<file path="config.mk">
export PLATFORM = sky130hd
export DESIGN_NAME = cdc_event_arbiter
export DESIGN_NICKNAME = d
export VERILOG_FILES = /design/src/rtl/cdc_event_arbiter.sv
export SDC_FILE = /design/constraint.sdc
export NUM_CORES = 1
export LEC_CHECK = 0
export ABC_AREA = 0
export CORE_MARGIN = 4
export CORE_UTILIZATION = 50
export CTS_BUF_LIST = sky130_fd_sc_hd__clkbuf_8
export DETAILED_ROUTE_END_ITERATION = 10
export GPL_ROUTABILITY_DRIVEN = 0
export PLACE_DENSITY = 0.75
export SYNTH_ARGS = -nofsm -noshare
export SYNTH_HDL_FRONTEND = slang
export SYNTH_SLANG_ARGS = --single-unit
</file>
<file path="constraint.sdc">
create_clock -name clk -period 6.3 [get_ports clk]
set_input_delay 0.63 -clock clk [delete_from_list [all_inputs] [get_ports clk]]
set_output_delay 0.63 -clock clk [all_outputs]
set_load 0.1 [all_outputs]
</file>
<file path="src/rtl/cdc_event_arbiter.sv">
// cdc_event_arbiter: round-robin scheduler sharing one valid/ready event channel between
// synchronized pulse requesters, with saturating per-requester pending counters.
module cdc_event_arbiter #(
  parameter int N_REQ = 4,
  parameter int CNT_W = 3,
  parameter int ID_W  = 2
) (
  input  logic             clk,
  input  logic             rst,
  input  logic [N_REQ-1:0] req_pulse_i,
  input  logic [N_REQ-1:0] req_en_i,
  output logic             evt_valid_o,
  input  logic             evt_ready_i,
  output logic [ID_W-1:0]  evt_id_o,
  output logic [N_REQ-1:0] pend_ovf_o,
  input  logic [N_REQ-1:0] ovf_clr_i,
  output logic             busy_o
);
  typedef enum logic {IDLE, PRESENT} state_t;
  localparam logic [ID_W:0] NR = (ID_W+1)'(N_REQ);
  state_t           state_q;
  logic [CNT_W-1:0] cnt_q [N_REQ];
  logic [CNT_W-1:0] cnt_d [N_REQ];
  logic [N_REQ-1:0] elig, nz, gnt_vec, ovf_q, ovf_d;
  logic [ID_W-1:0]  ptr_q, id_q, g;
  logic [ID_W:0]    s;
  logic             valid_q, found, grant;
  always_comb begin
    found = 1'b0;
    g = '0;
    s = '0;
    for (int k = 0; k < N_REQ; k++) begin
      s = {1'b0, ptr_q} + (ID_W+1)'(k);
      s = s >= NR ? s - NR : s;
      if (!found && elig[s[ID_W-1:0]]) begin
        found = 1'b1;
        g = s[ID_W-1:0];
      end
    end
  end
  // A new grant is only possible when the channel is empty or its event is being accepted.
  assign grant   = found & (~valid_q | evt_ready_i);
  assign gnt_vec = grant ? N_REQ'(1) << g : '0;
  for (genvar i = 0; i < N_REQ; i++) begin : g_cnt
    assign nz[i]    = |cnt_q[i];
    assign elig[i]  = nz[i] & req_en_i[i];
    assign cnt_d[i] = (req_pulse_i[i] & ~gnt_vec[i]) ? (&cnt_q[i] ? cnt_q[i] : cnt_q[i] + 1'b1) :
                      (~req_pulse_i[i] & gnt_vec[i]) ? cnt_q[i] - 1'b1 : cnt_q[i];
    assign ovf_d[i] = (req_pulse_i[i] & ~gnt_vec[i] & (&cnt_q[i])) | (ovf_q[i] & ~ovf_clr_i[i]);
  end
  always_ff @(posedge clk) begin
    if (rst) begin
      state_q <= IDLE;
      valid_q <= 1'b0;
      id_q    <= '0;
      ptr_q   <= '0;
      ovf_q   <= '0;
      for (int k = 0; k < N_REQ; k++) cnt_q[k] <= '0;
    end else begin
      ovf_q <= ovf_d;
      for (int k = 0; k < N_REQ; k++) cnt_q[k] <= cnt_d[k];
      if (grant) begin
        id_q  <= g;
        ptr_q <= g == ID_W'(N_REQ-1) ? '0 : g + 1'b1;
      end
      case (state_q)
        IDLE: if (found) begin
          state_q <= PRESENT;
          valid_q <= 1'b1;
        end
        PRESENT: if (evt_ready_i && !found) begin
          state_q <= IDLE;
          valid_q <= 1'b0;
        end
      endcase
    end
  end
  assign evt_valid_o = valid_q;
  assign evt_id_o    = id_q;
  assign pend_ovf_o  = ovf_q;
  assign busy_o      = valid_q | (|nz);
endmodule
</file>
## Word level (Yosys, flattened, before mapping)

Memory sizes are Yosys's and may differ from the RTL's.
Index checks and enable logic that the tools add are counted.

- Register bits after elaboration: 10
- Memories: 1
- Bits in writable memories: 12
- Bits of input ports: 15

- $add $sub $neg: 16
- Reductions and logical operators: 18
- Order comparisons: 8
- Equality and inequality tests: 3
- Shift-type cells: 1
- Bitwise gates (word level): 45
- Muxes and demuxes: 47

Memories:

| memory | depth | bits a word | rd ports | clocked after Yosys merged registers in | write ports | RTL line | text |
|---|---|---|---|---|---|---|---|
| cnt_q | 4 | 3 | 4 | 0 | 4 | 22 | `logic [CNT_W-1:0] cnt_q [N_REQ];` |

Operator list:

| cell | count |
|---|---|
| $mux W3 | 16 |
| $and A1 B1 Y1 | 21 |
| $mux W2 | 9 |
| $mux W1 | 15 |
| $not A1 Y1 | 14 |
| $add A3 B1 Y3 const B | 4 |
| $lt A2 B3 Y1 const B | 4 |
| $reduce_and A3 Y1 | 4 |
| $reduce_or A12 Y1 | 1 |
| $reduce_or A3 Y1 | 4 |
| $sub A3 B1 Y3 const B | 4 |
| $or A1 B1 Y1 | 10 |
| $ge A3 B3 Y1 const B | 3 |
| $bmux W1 S2 | 4 |
| $sub A2 B1 Y2 const B | 4 |
| $add A2 B2 Y3 const B | 2 |
| $logic_and A1 B1 Y1 | 4 |
| $logic_not A1 Y1 | 4 |
| $mux W4 | 1 |
| $pmux W1 S2 | 2 |
| $shl A1 B2 Y4 const A | 1 |
| $add A2 B1 Y3 const B | 1 |
| $ge A2 B3 Y1 const B | 1 |
| $add A2 B1 Y2 const B | 1 |
| 4 further kinds | 4 |

## Depth between registers and ports, before layout

An unclocked memory read counts as a cell.

- Word-level depth: 21
- Gate-level depth with buffers: 12

## Worst setup path before layout

Ideal clock, no wire load.

- Path kind: input port to flip-flop
- Start: input req_en_i[2]
- End: memory cnt_q[0][2]
- Arrival time: 2.670 ns
- Stages: 10
- Slack: 3.507 ns
- Required time: 6.177 ns
- Path through: o31ai_2 > o221ai_1 > a21oi_1 > inv_1 > ha_1 > a21boi_1 > inv_1 > fa_1 > a32oi_1 > mux2_1

RTL lines:

| item | RTL line | text |
|---|---|---|
| start, declared | 11 | `input logic [N_REQ-1:0] req_en_i,` |
| end, declared | 22 |  |

==> impl_metrics.py <==
metrics = {
    "outcome": {
        "run_status": "finished clean",
    },
    "cells_and_area": {
        "layout.nets": 205,
        "synthToLayoutAreaGrowth_pct": 20.2,
        "n_antenna_cell": 0,
        "final_layout_size_suffix_gt1_share_pct": 6.63,
        "fill_cells": 239,
        "final_design_area_no_fill_um2": 1710,
        "layout.cells.most_common_list": "dfxtp_1, clkdlybuf4s50_1, nor2_1, nand2b_1, inv_1",
        "finish.cell_count_without_fillers": 212,
    },
    "clock_tree": {
        "cts_inserted_buffers": 3,
        "htree_levels": 1,
        "later_pin_clock_latency_in_the_skew_report_ns": 0.26,
        "clk_transition_reported_paths_ns": 0.08,
        "cts_hold_buffers": 0,
        "cts.repair_timing.setup_buffer_count": 0,
        "max-clock-path-buffers": 2,
        "clock_tree.root_cell": "clkbuf_8",
        "cts_repair_resized_insts": 0,
        "clock_tree_from_tritoncts": "done",
        "clock_sink_count": 22,
    },
    "yosys": {
        "postSynthNetCount": 182,
        "postSynthCellCount": 159,
        "edff_count_synth": 0,
        "synth_warnings": 0,
        "synth.cell_area_um2": 1420,
        "synth_sequential_area_ratio_pct": 30.9,
        "dominant_synthesized_flop_cell": "dfxtp_1",
        "count_of_distinct_cell_types_in_the_synthesized_netlist": 40,
        "synth.ff_latch_count": 22,
        "synthArstFlopShare_pct": 0,
        "synthesis.area_per_instance_um2": 8.96,
    },
    "global_route": {
        "globalRoute.totalOverflow": 0,
        "grt_antenna_before_repair": 0,
        "pin_count_of_the_biggest_net_entering_global_routing": 34,
        "gr_usage_total_pct": 16.3,
        "via_count_of_the_first_global_routing_pass": 1156,
        "grt_pass1_wl_mm": 4.65,
    },
    "detailed_routing": {
        "drt_first_iter_violations": 40,
        "post_drt_via_cell_ratio": 5.67,
        "routed-via-count": 1201,
        "detail-route-antenna-nets": 0,
        "firstDrtPassIters": 4,
        "post_drt_wl_per_cell_um": 13.5,
        "drt_drc_violations_left": 0,
        "totalWireLength_mm": 2.86,
    },
    "place": {
        "placedInstanceArea_um2": 1660,
        "hpwlAfterDp_mm": 2.15,
        "port-buffer-count": 22,
        "placedCellCount": 208,
    },
    "pwr": {
        "cellLeakagePower_nw": 0.692,
        "p_per_area_nw_per_um2": 499,
        "finalPower_uw": 855,
        "peak_vdd_ir_v": 0.000371,
    },
    "timing": {
        "tightest_slew_ns": 1.01,
        "final.period_utilization_pct": 51.4,
        "setup_repair_after_global_routing_missed_its_margin": "false",
        "timing.setup.tns_ns": 0,
        "finalMaxSlewViolations": 0,
        "final_hold_violations": 0,
        "timing.slew.headroom_pct": 32.5,
        "max_clock_freq_ghz": 0.309,
        "setup_clock_skew_after_layout_ns": 0.00512,
        "layout_min_cycle_time_ns": 3.24,
        "setup_viol_count_final": 0,
        "fin_worst_hold_slack_ns": 0.484,
    },
    "floorplan": {
        "i_o_pin_total": 23,
        "initial_core_utilization_pct": 52.1,
        "floorplan.die_area_um2": 3770,
        "die_h_um": 61.4,
        "rows": 19,
        "floorplan.die.width_um": 61.4,
        "core_region_area_um2": 2730,
    },
    "run": {
        "cap_violations": 0,
    },
    "setup_path": {
        "worst_ep_required_time_ns": 6.45,
        "timing.critical_path.from_type": "primary input",
        "worstSetupEndpointType": "register",
        "path_max_fanout": 4,
        "worst_ep_arrival_time_ns": 3.39,
        "timing_worst_setup_path_type": "primary input to register",
    },
    "min_path": {
        "worstHoldPathType": "register to register",
    },
}
logic make-up (layout without fill, tap and decap cells):
logic type               after synthesis  after routing  synth area share (%)
adder cells (fa/ha/maj)                8              8                  9.14
AND/OR/NAND/NOR                       67             67                  25.1
AO/OA/AOI/OAI                         37             37                  21.8
multiplexers                          11             11                  8.26
flip-flops                            22             22                  30.9
buffers and inverters                 14             36                  4.74
path summary, 6_finish.rpt:
| check | start | to | slack, ns | cells after the start |
|---|---|---|---|---|
| max reg2reg | cnt_q[0][6] | cnt_q[0][2] | 3.20 | 10 |
| min | pend_ovf_o[3] | pend_ovf_o[3] | 0.48 | 2 |
| max | req_en_i[3] | cnt_q[0][2] | 3.06 | 11 |
| min reg2reg | pend_ovf_o[3] | pend_ovf_o[3] | 0.48 | 2 |
worst max-delay path, stage by stage:
cell,delay [ns]
clkdlybuf4s50_1,0.49
o31a_1,0.17
o221ai_1,0.12
a21oi_1,0.32
inv_1,0.14
ha_1,0.26
a21boi_1,0.26
inv_1,0.09
fa_1,0.39
a32oi_1,0.20
mux2_1,0.33
cell type report:
class / instances / area, um2 / area share [%]
flip-flops and latches: 22 / 440 / 25.7
multi-input cells: 123 / 916 / 53.5
inverters: 9 / 33.8 / 1.97
well taps: 31 / 38.8 / 2.27
clock buffers: 4 / 55.1 / 3.22
repair buffers: 23 / 228 / 13.3
registers in the layout (all words and copies together), names as in the netlist:
register     count
evt_id_o         2
cnt_q           12
ptr_q            2
pend_ovf_o       4
evt_valid_o      1
state_q          1
routing by layer:
layer,up-vias,part of all wire (%),global-route usage [%]
met5,-,0,0
met4,0,0.80,6.67
met3,2,4.0,1.89
met2,29,46,28.1
met1,560,49,20.5
li1,610,-,-
power breakdown:
| part | internal (mW) | switching (mW) |
|---|---|---|
| logic | 0.196 | 0.294 |
| registers | 0.189 | 0.0729 |
| clock network | 0.0557 | 0.0474 |
Yosys cell counts (4+ instances only):
cell	count	area, um2
dfxtp_1	22	440
nor2_1	17	63.8
nand2b_1	14	87.6
inv_1	9	33.8
a21oi_1	7	35.0
nand2_1	7	26.3
nor2b_1	7	43.8
mux2_1	6	67.6
and3_1	5	31.3
mux2i_1	5	50.1
a32oi_1	4	35.0
fa_1	4	80.1
ha_1	4	50.1
per-stage QoR:
step                worst slack [ns]  util [%]
global route                    2.83      62.6
detailed placement              2.79      60.6
finish                          3.06      62.6
global placement                2.91      60.6
CTS                             3.06      62.6
floorplan                       3.51         -
Note: power is estimated with default switching activity, not from simulation.
